File: src/rtl/pipe_latch_elastic.sv
// -----------------------------------------------------------------------------
// pipe_latch_elastic
//
// Elastic pipeline latch for one stage boundary. Carries a WIDTH-bit payload
// downstream through a main register and a one-entry skid register, so the
// upstream stage may register its ready without dropping a beat. The hazard
// unit's per-latch command can freeze the latch (STALL) or empty it (FLUSH).
// A saturating counter records how many cycles the latch sat stalled while
// holding data.
//
// Handshake: a beat moves across a port on a rising edge where both valid and
// ready are high. Valid never waits for ready. in_ready and out_valid depend
// only on registered occupancy and state_i, never on the other port's
// handshake.
//
// Ports:
//   CLK        in   1      clock, rising edge
//   RST        in   1      synchronous active-high reset
//   state_i    in   2      00 NORMAL, 01 STALL, 10 FLUSH, 11 STALL
//   in_valid   in   1      upstream payload valid
//   in_ready   out  1      latch accepts the payload this cycle
//   in_data    in   WIDTH  upstream payload
//   out_valid  out  1      payload presented downstream
//   out_ready  in   1      downstream accepts the payload
//   out_data   out  WIDTH  presented payload (main register)
//   stall_cnt  out  CNT_W  saturating count of stalled-while-occupied cycles
//   occupancy  out  2      debug view of the occupancy FSM (0 EMPTY, 1 ONE, 2 TWO)
// -----------------------------------------------------------------------------
module pipe_latch_elastic #(
    parameter int                WIDTH     = 32,
    parameter logic [WIDTH-1:0]  NOP_VALUE = '0,
    parameter int                CNT_W     = 16
) (
    input  logic             CLK,
    input  logic             RST,
    input  logic [1:0]       state_i,
    input  logic             in_valid,
    output logic             in_ready,
    input  logic [WIDTH-1:0] in_data,
    output logic             out_valid,
    input  logic             out_ready,
    output logic [WIDTH-1:0] out_data,
    output logic [CNT_W-1:0] stall_cnt,
    output logic [1:0]       occupancy
);

    localparam logic [1:0] OCC_EMPTY = 2'd0;
    localparam logic [1:0] OCC_ONE   = 2'd1;
    localparam logic [1:0] OCC_TWO   = 2'd2;

    localparam logic [1:0] CMD_NORMAL = 2'b00;
    localparam logic [1:0] CMD_FLUSH  = 2'b10;

    localparam logic [CNT_W-1:0] CNT_MAX = {CNT_W{1'b1}};

    logic [1:0]       occ_q,  occ_d;
    logic [WIDTH-1:0] main_q, main_d;
    logic [WIDTH-1:0] skid_q, skid_d;
    logic [CNT_W-1:0] cnt_q,  cnt_d;

    logic cmd_normal;
    logic cmd_flush;
    logic cmd_stall;
    logic in_xfer;
    logic out_xfer;

    // STALL (01) and the reserved code 11 both have bit 0 set; FLUSH does not.
    assign cmd_normal = (state_i == CMD_NORMAL);
    assign cmd_flush  = (state_i == CMD_FLUSH);
    assign cmd_stall  = state_i[0];

    // ------------------------------------------------------------------
    // State register
    // ------------------------------------------------------------------
    always_ff @(posedge CLK) begin
        if (RST) begin
            occ_q  <= OCC_EMPTY;
            main_q <= NOP_VALUE;
            skid_q <= NOP_VALUE;
            cnt_q  <= '0;
        end else begin
            occ_q  <= occ_d;
            main_q <= main_d;
            skid_q <= skid_d;
            cnt_q  <= cnt_d;
        end
    end

    // ------------------------------------------------------------------
    // Next-state logic
    // ------------------------------------------------------------------
    always_comb begin
        occ_d  = occ_q;
        main_d = main_q;
        skid_d = skid_q;
        cnt_d  = cnt_q;

        if (cmd_flush) begin
            occ_d  = OCC_EMPTY;
            main_d = NOP_VALUE;
            skid_d = NOP_VALUE;
        end else if (cmd_normal) begin
            case (occ_q)
                OCC_EMPTY: begin
                    if (in_xfer) begin
                        occ_d  = OCC_ONE;
                        main_d = in_data;
                    end
                end
                OCC_ONE: begin
                    if (in_xfer && out_xfer) begin
                        // Pass-through: the new beat replaces the departing
                        // one, so occupancy stays at ONE with no bubble.
                        main_d = in_data;
                    end else if (in_xfer) begin
                        occ_d  = OCC_TWO;
                        skid_d = in_data;
                    end else if (out_xfer) begin
                        // main keeps its stale value; out_valid hides it.
                        occ_d  = OCC_EMPTY;
                    end
                end
                OCC_TWO: begin
                    if (out_xfer) begin
                        occ_d  = OCC_ONE;
                        main_d = skid_q;
                    end
                end
                default: begin
                    occ_d = OCC_EMPTY;
                end
            endcase
        end

        if (cmd_stall && (occ_q != OCC_EMPTY) && (cnt_q != CNT_MAX)) begin
            cnt_d = cnt_q + 1'b1;
        end
    end

    // ------------------------------------------------------------------
    // Output logic
    // ------------------------------------------------------------------
    always_comb begin
        in_ready  = (occ_q != OCC_TWO)   && cmd_normal;
        out_valid = (occ_q != OCC_EMPTY) && cmd_normal;
        in_xfer   = in_valid  && in_ready;
        out_xfer  = out_valid && out_ready;
    end

    assign out_data  = main_q;
    assign stall_cnt = cnt_q;
    assign occupancy = occ_q;

endmodule

File: config.mk
export PLATFORM = sky130hd
export DESIGN_NAME = pipe_latch_elastic
export DESIGN_NICKNAME = d
export VERILOG_FILES = /design/src/rtl/pipe_latch_elastic.sv
export SDC_FILE = /design/constraint.sdc
export NUM_CORES = 1
export LEC_CHECK = 0
export ABC_AREA = 1
export CAP_MARGIN = 20
export CORE_ASPECT_RATIO = 1.25
export CORE_MARGIN = 3
export CORE_UTILIZATION = 45
export CTS_CLUSTER_DIAMETER = 50
export DETAILED_ROUTE_END_ITERATION = 8
export HOLD_SLACK_MARGIN = 0.12
export PLACE_DENSITY = 0.68
export SLEW_MARGIN = 15
export SYNTH_ARGS = -nofsm -noshare
export SYNTH_HDL_FRONTEND = slang
export SYNTH_SLANG_ARGS = --single-unit
File: constraint.sdc
create_clock -name CLK -period 2.94 [get_ports CLK]
set_clock_uncertainty 0.1 [all_clocks]
set_input_delay 0.588 -clock CLK [delete_from_list [all_inputs] [get_ports CLK]]
set_output_delay 0.588 -clock CLK [all_outputs]
set_load 0.01 [all_outputs]
==> results of run 1 <==
==> metrics by stage <==
stage                     utilization  std cells  cell area (um^2)
after detailed placement        0.569        787              4980
after floorplan                     -        605              4070
final                           0.592        803              5180
after global routing            0.592        803              5180
after global placement          0.569        787              4980
after CTS                       0.592        803              5180
==> cell families (layout without fill, tap and decap cells) <==
| kind of cell | Yosys count | after routing |
|---|---|---|
| AO/OA/AOI/OAI | 137 | 137 |
| adder cells (fa/ha/maj) | 1 | 1 |
| flip-flops | 82 | 82 |
| AND/OR/NAND/NOR | 264 | 264 |
| XOR/XNOR | 6 | 6 |
| buffers and inverters | 115 | 193 |
==> registers in the layout (all words and copies together) (netlist names) <==
signal     count
occupancy      2
out_data      32
skid_q        32
stall_cnt     16
==> worst max-delay path, stage by stage <==
cell and delay (ns):
clkdlybuf4s50_1 0.52, nor2_4 0.23, nand2_1 0.10, inv_1 0.06, clkdlybuf4s50_1 0.52
==> worst max-delay path by stage <==
| stage | startpoint | endpoint | slack [ns] | depth (start not counted) |
|---|---|---|---|---|
| final | state_i[1] | out_valid | 0.24 | 5 |
| after global routing | state_i[1] | out_valid | 0.17 | 5 |
| after CTS | state_i[1] | out_valid | 0.22 | 5 |
| after detailed placement | state_i[1] | skid_q[1] | 0.19 | 8 |
| after global placement | state_i[1] | out_valid | 0.23 | 5 |
| after floorplan | occupancy[0] | in_ready | 1.07 | 5 |
==> final cells by class <==
cell class	instances	area, um^2	share of cell area
tap	120	150	0.0290
sequential	82	1640	0.317
clock inverter	4	51.3	0.00991
multi-input combinational	408	1910	0.369
clock buffer	12	145	0.0280
timing repair buffer	97	976	0.189
inverter	80	300	0.0580
==> routing by layer <==
layer / global-route usage / wire length, um / vias up
met1: 0.217 / 4170 / 1749
li1: - / - / 2064
met5: 0 / 0 / -
met2: 0.319 / 4440 / 100
met4: 0.0734 / 115 / 0
met3: 0.0436 / 507 / 8
==> cell usage after synthesis <==
cell and count:
nand3_2 2, a21oi_2 4, buf_2 9, o21ai_2 1
o21ai_0 64, dfxtp_1 82, buf_4 8, xnor2_1 2
o211ai_1 1, ha_1 1, a21oi_1 67, inv_2 5
inv_1 75, nand2_1 134, nor2_4 4, nand4_1 6
clkbuf_1 7, nand2_4 2, buf_6 7, nor2_1 70
clkbuf_8 1, buf_1 3, nor3_1 2, nand2_2 2
xor2_1 4, nand3_1 42
==> power groups by stage <==
stage	logic [uW]	clock network (uW)	registers, uW
after floorplan	153	0	1190
after global placement	293	0	1180
after detailed placement	295	0	1180
after CTS	296	846	1150
after global routing	328	887	1150
final	294	814	1150
==> impl_metrics.json, run 1 <==
{
  "outcome": "complete, no violations",
  "io_buffer_count": 89,
  "grt_max_degree": 67,
  "die-area_um2": 10200,
  "cts_setup_buffers": 0,
  "path_clk_slew_ns": 0.08,
  "finalWorstSetupSlack_ns": 0.237,
  "ys_seq_elements": 82,
  "fillerInstances": 888,
  "whs_ns": 0.347,
  "grt_pass1_vias": 3562,
  "cts-root-buf": "clkbuf_8",
  "slew_viol_final": 0,
  "postCtsHoldBufs": 0,
  "syn_inst": 605,
  "antenna_found_initial": 0,
  "max_slew.worst_pin.slew_ns": 0.794,
  "htreeDepth": 3,
  "fin_crit_ns": 2.70,
  "swShare": 0.247,
  "fmax_ghz": 0.370,
  "p_sw_uw": 558,
  "p_leak_uw": 0.00206,
  "clk_path_buf_depth": 2,
  "pwr-share-seq": 0.509,
  "synth_fa_ha_area_frac": 0.00307,
  "synth-compound-area-share": 0.174,
  "synth_largest_area_cell": "dfxtp_1",
  "grt_pass1_wl_um": 15600,
  "reg2reg_to": "out_data[29]",
  "final_common_cell": "nand2_1",
  "insertion_delay_ns": 0.35,
  "io_pins": 90,
  "drcViolationCount": 0,
  "crit_fanout": 5,
  "drt_iter0_drc": 199,
  "grt_util_all_layers": 0.183,
  "drive_gt1_frac": 0.0644,
  "rows": 38,
  "min_path_type": "reg -> reg",
  "netlist_area_um2": 4070,
  "holdPathEnd": "skid_q[24]",
  "setup_viol": 0,
  "worstPathArrival_ns": 2.02,
  "synth_top_family_by_area": "simple AND/OR/NAND/NOR gates",
  "clock_sinks": 82,
  "pwr-share-comb": 0.130,
  "area_growth_pct": 27.1,
  "startpoint_type": "primary input",
  "start_util": 0.466,
  "antenna_left": 0,
  "routed_wirelength_um": 9230,
  "synth_area_leaders": "dfxtp_1 (40%), nand2_1 (12%), a21oi_1 (8.2%)",
  "die_w_um": 91.1,
  "fin_crit_sh": 0.920,
  "worstRegToRegCells": 9,
  "rrSetupSlack_ns": 0.70,
  "place_congestion": 0.829,
  "avgViaCountPerCell": 4.88,
  "syn_nets": 644,
  "core_area_um2": 8750,
  "avgSynthCellArea_um2": 6.73,
  "dr.pass1.iters": 4,
  "total_power_uw": 2260,
  "vias": 3921,
  "cts_tree": "done",
  "final_hold_viol_count": 0,
  "p_per_area_nw_per_um2": 436,
  "critical_path_class": "in -> out",
  "yosys.area_share.simple": 0.276,
  "wl_per_cell_um": 11.5,
  "synth-xor-area-share": 0.0129,
  "cts_resized": 0,
  "internal_power_uw": 1700,
  "rsz0062_at_grt": "no",
  "reg2reg_from": "occupancy[0]",
  "hold_start": "skid_q[24]",
  "final_cell_mix": "nand2_1 (134), clkdlybuf4s50_1 (89), dfxtp_1 (82)",
  "clockPowerShare": 0.361,
  "muxShareOfSynthArea": 0,
  "whs_path_depth": 2,
  "die_h_um": 112,
  "cts-buffers-inserted": 9,
  "tns_ns": 0,
  "synth_warnings": 0,
  "worstPathRequired_ns": 2.25,
  "netlist.area_leader.share": 0.403,
  "cap_violations": 0,
  "hpwl_um": 6380,
  "crit_path_end_kind": "primary output",
  "grt_remaining_overflow": 0,
  "pre_cts_ws_ns": 0.194,
  "synth_cell_types": 26,
  "seq_area_frac_synth": 0.403,
  "ir_worst_vdd_uv": 288,
  "nNetsFinal": 717,
  "relSlewSlack": 0.470,
  "diodes": 0
}
Note: power is estimated with default switching activity, not from simulation.
==> run 2: changes to the inputs <==
- MAX_ROUTING_LAYER: default -> met4
==> run 2 against run 1 <==
  * Highest routed layer unchanged
  * Register-to-register slack is essentially flat
  * Worst hold slack is essentially flat
  * Cell count is the same
  * Sequential share of layout area is the same
  * Final area is the same
==> impl_metrics.json, run 2 (same netlist as run 1, synthesis figures left out) <==
{
  "crit_path_end_kind": "primary output",
  "ir_worst_vdd_uv": 289,
  "insertion_delay_ns": 0.35,
  "met1_usage": 0.218,
  "regArea_um2": 1640,
  "holdPathEnd": "skid_q[24]",
  "die_h_um": 112,
  "io_buffer_count": 89,
  "area_growth_pct": 27.1,
  "gr-usage-met3": 0.0436,
  "grt_pass1_vias": 3557,
  "critical_path_class": "in -> out",
  "worstRegToRegCells": 9,
  "setup_viol": 0,
  "rows": 38,
  "crit_buf_inv": 3,
  "busiest_layer": "met2",
  "nNetsFinal": 717,
  "cts-buffers-inserted": 9,
  "grt_remaining_overflow": 0,
  "p_leak_uw": 0.00206,
  "vias": 3925,
  "final_common_cell": "nand2_1",
  "slew_viol_final": 0,
  "clk_path_buf_depth": 2,
  "dr.pass1.iters": 4,
  "p_per_area_nw_per_um2": 436,
  "cts_resized": 0,
  "place_congestion": 0.842,
  "die_w_um": 91.1,
  "fin_crit_sh": 0.920,
  "placedCellCount": 787,
  "cts-root-buf": "clkbuf_8",
  "worstPathRequired_ns": 2.25,
  "crit_top_cell": "clkdlybuf4s50_1",
  "start_util": 0.466,
  "die-area_um2": 10200,
  "grt_util_all_layers": 0.189,
  "outcome": "complete, no violations",
  "design_area_um2": 5180,
  "cap_violations": 0,
  "reg2reg_to": "out_data[29]",
  "cpMaxStageDelayCell": "clkdlybuf4s50_1",
  "antenna_left": 0,
  "tns_ns": 0,
  "core_area_um2": 8750,
  "fmax_ghz": 0.370,
  "fin_crit_ns": 2.70,
  "multi_input_area_um2": 1910,
  "final_hold_viol_count": 0,
  "routed_wirelength_um": 9250,
  "rsz0062_at_grt": "no",
  "relSlewSlack": 0.465,
  "wl_per_cell_um": 11.5,
  "final_cell_mix": "nand2_1 (134), clkdlybuf4s50_1 (89), dfxtp_1 (82)",
  "io_pins": 90,
  "avgViaCountPerCell": 4.89,
  "min_path_type": "reg -> reg",
  "fin_util": 0.592,
  "stdcell_count": 803,
  "antenna_found_initial": 0,
  "drt_iter0_drc": 231,
  "cts_setup_buffers": 0,
  "clock_sinks": 82,
  "rrSetupSlack_ns": 0.69,
  "grt_pass1_wl_um": 15600,
  "hold_start": "skid_q[24]",
  "grtUsageMet2": 0.318,
  "startpoint_type": "primary input",
  "grt_max_degree": 67,
  "critPathTopFamily": "buffers and inverters",
  "diodes": 0,
  "hpwl_um": 6380,
  "postCtsHoldBufs": 0,
  "cts_tree": "done",
  "drive_gt1_frac": 0.0644,
  "crit_fanout": 5,
  "placedInstanceArea_um2": 4980,
  "drcViolationCount": 0,
  "path_clk_slew_ns": 0.08,
  "htreeDepth": 3,
  "whs_path_depth": 2,
  "fillerInstances": 888,
  "max_slew.worst_pin.slew_ns": 0.801,
  "worstPathArrival_ns": 2.02,
  "cpPeakStageDelay_ns": 0.52,
  "reg2reg_from": "occupancy[0]",
  "cp_cell_sequence": "clkdlybuf4s50_1, nor2_4, nand2_1, inv_1, clkdlybuf4s50_1"
}
## run 2: cell counts in the layout (fill, tap and decap cells not counted)
No cell type changed its count.
## run 2: layout make-up
class / count / area share
clock inverter: 4 / 0.00991
tap: 120 / 0.0290
sequential: 82 / 0.317
timing repair buffer: 97 / 0.189
inverter: 80 / 0.0580
multi-input combinational: 408 / 0.369
clock buffer: 12 / 0.0280
## run 2: per-layer routing
metal / vias to the layer above / wire length, um
li1: 2067 / -
met1: 1750 / 4160
met2: 101 / 4470
met3: 7 / 524
met4: 0 / 91
met5: - / 0
## run 2: worst min-delay path, cell delays in order, from the launching register on
cell     delay (ns)
dfxtp_1        0.30
inv_1          0.05
a21oi_1        0.05
## run 2: through the flow
stage / worst slack [ns] / hold slack, ns / power, uW
floorplan: 1.07 / 0.324 / 1340
global placement: 0.229 / 0.332 / 1470
detailed placement: 0.194 / 0.338 / 1470
CTS: 0.225 / 0.351 / 2290
global route: 0.169 / 0.374 / 2370
finish: 0.237 / 0.347 / 2260
## run 2: power breakdown
group,switching (uW),internal [uW]
sequential,14.2,1140
combinational,146,147
clock,399,417
total,559,1700
## run 2: how the worst max path moves through the flow
stage / cells past startpoint / to / from / slack, ns
final: 5 / out_valid / state_i[1] / 0.24
after global routing: 5 / out_valid / state_i[1] / 0.17
after CTS: 5 / out_valid / state_i[1] / 0.22
after detailed placement: 8 / skid_q[1] / state_i[1] / 0.19
after global placement: 5 / out_valid / state_i[1] / 0.23
after floorplan: 5 / in_ready / occupancy[0] / 1.07
==> run 3: changes to the inputs <==
- GPL_TIMING_DRIVEN: default -> 0
==> run 3 against run 2 <==
  * First-iteration DRC count is 4.8% higher
  * Utilization grew 1.3 points
  * Non-clock buffer count increased by 27
  * Critical path type is now reg -> out
  * Global-route usage increased by 1.8 points
  * Combinational power up 4%
  * Count of clock-buffer cells in the layout did not move
  * Largest power group unchanged
  * Fmax is 2.4% lower
  * Sequential share of layout area down 0.64 points
  * Flip-flop and latch count unchanged
==> impl_metrics.json, run 3 (same netlist as run 1, synthesis figures left out) <==
{
  "cap_violations": 0,
  "die-area_um2": 10200,
  "p_per_area_nw_per_um2": 415,
  "drt_iter0_drc": 242,
  "grt_util_all_layers": 0.207,
  "start_util": 0.466,
  "grt_max_degree": 14,
  "area_growth_pct": 29.8,
  "path_clk_slew_ns": 0.08,
  "critPathTopFamily": "buffers and inverters",
  "busiest_layer": "met2",
  "cts_tree": "done",
  "p_leak_uw": 0.00213,
  "fmax_ghz": 0.361,
  "vias": 4051,
  "ir_worst_vdd_uv": 247,
  "avgViaCountPerCell": 4.88,
  "startpoint_type": "register",
  "relSlewSlack": 0.594,
  "tns_ns": 0,
  "io_pins": 90,
  "hpwl_um": 7440,
  "grt_pass1_wl_um": 17000,
  "final_common_cell": "nand2_1",
  "gr-usage-met3": 0.0255,
  "fin_crit_ns": 2.77,
  "critical_path_class": "reg -> out",
  "grtUsageMet2": 0.355,
  "nNetsFinal": 744,
  "min_path_type": "reg -> reg",
  "fin_crit_sh": 0.942,
  "design_area_um2": 5290,
  "cts-buffers-inserted": 9,
  "die_w_um": 91.1,
  "setup_viol": 0,
  "insertion_delay_ns": 0.35,
  "drcViolationCount": 0,
  "wl_per_cell_um": 12.0,
  "max_slew.worst_pin.slew_ns": 0.609,
  "cts-root-buf": "clkbuf_8",
  "worstPathRequired_ns": 2.25,
  "slew_viol_final": 0,
  "grt_pass1_vias": 3736,
  "worstPathArrival_ns": 2.08,
  "postCtsHoldBufs": 0,
  "clk_path_buf_depth": 2,
  "crit_buf_inv": 4,
  "final_hold_viol_count": 0,
  "rows": 38,
  "grt_remaining_overflow": 0,
  "crit_fanout": 10,
  "diodes": 0,
  "rsz0062_at_grt": "no",
  "htreeDepth": 3,
  "crit_path_end_kind": "primary output",
  "die_h_um": 112,
  "met1_usage": 0.248,
  "antenna_left": 0,
  "drive_gt1_frac": 0.0845,
  "routed_wirelength_um": 9930,
  "antenna_found_initial": 0,
  "final_cell_mix": "nand2_1 (134), clkdlybuf4s50_1 (89), dfxtp_1 (81)",
  "place_congestion": 0.832,
  "outcome": "complete, no violations",
  "cp_cell_sequence": "inv_2, nand2_4, buf_4, inv_1, nor3_1, clkdlybuf4s50_1",
  "placedInstanceArea_um2": 5110,
  "clock_sinks": 82,
  "core_area_um2": 8750,
  "dr.pass1.iters": 4,
  "cpPeakStageDelay_ns": 0.58,
  "cpMaxStageDelayCell": "clkdlybuf4s50_1",
  "io_buffer_count": 89
}
==> run 3: cell count changes in the layout (fill, tap and decap cells not counted), moves of 2 or more <==
cell      before  now
buf_2          0    9
buf_6          0    7
clkbuf_1       2    9
buf_12         2    0
buf_4          6    8
buf_1          0    3
==> run 3: what timing repair did <==
action / CTS / global route
setup endpoints to repair: 0 / 1
resized for setup: 0 / 1
setup buffers: 0 / 0
==> run 3: metrics by stage <==
| stage | total power, uW | setup slack, ns | hold slack [ns] | util | instances |
|---|---|---|---|---|---|
| 3_3_place_gp | 1480 | 0.280 | 0.333 | 0.585 | 814 |
| 4_1_cts | 2210 | 0.0934 | 0.350 | 0.604 | 830 |
| 5_1_grt | 2300 | 0.102 | 0.370 | 0.604 | 830 |
| 2_1_floorplan | 1340 | 1.07 | 0.324 | - | 605 |
| 6_report | 2190 | 0.170 | 0.349 | 0.604 | 830 |
| 3_5_place_dp | 1480 | 0.264 | 0.337 | 0.585 | 814 |
==> run 3: power breakdown <==
part           internal, uW  leakage (uW)  switching [uW]  total (uW)
Sequential             1140      0.000664            15.0        1150
Clock                   331     0.0000903             405         736
Combinational           153       0.00137             152         304
Total                  1620       0.00213             572        2190
==> run 3: final cells by class <==
type / count / area [um^2]
clock inverter: 4 / 27.5
inverter: 80 / 300
timing repair buffer: 89 / 891
sequential: 82 / 1640
clock buffer: 12 / 145
multi-input combinational: 408 / 1900
fill: 880 / 3460
buffer: 35 / 235
tap: 120 / 150
==> run 3: path summary, 6_finish.rpt <==
path / endpoint / depth (start not counted) / start / slack [ns]
worst max-delay path: in_ready / 6 / occupancy[0] / 0.17
worst min-delay path: skid_q[5] / 2 / skid_q[5] / 0.35
worst max register to register: stall_cnt[3] / 9 / stall_cnt[0] / 1.05
worst min register to register: skid_q[5] / 2 / skid_q[5] / 0.35
==> run 3: tightest hold or removal path, stage by stage (launching register included) <==
cell and delay [ns]:
dfxtp_1 0.30, inv_1 0.05, a21oi_1 0.05
==> run 3: routing by layer <==
metal,vias to the layer above,share of wire
met4,0,0.017
met2,88,0.49
met1,1831,0.45
met5,-,0
met3,13,0.038
li1,2119,-
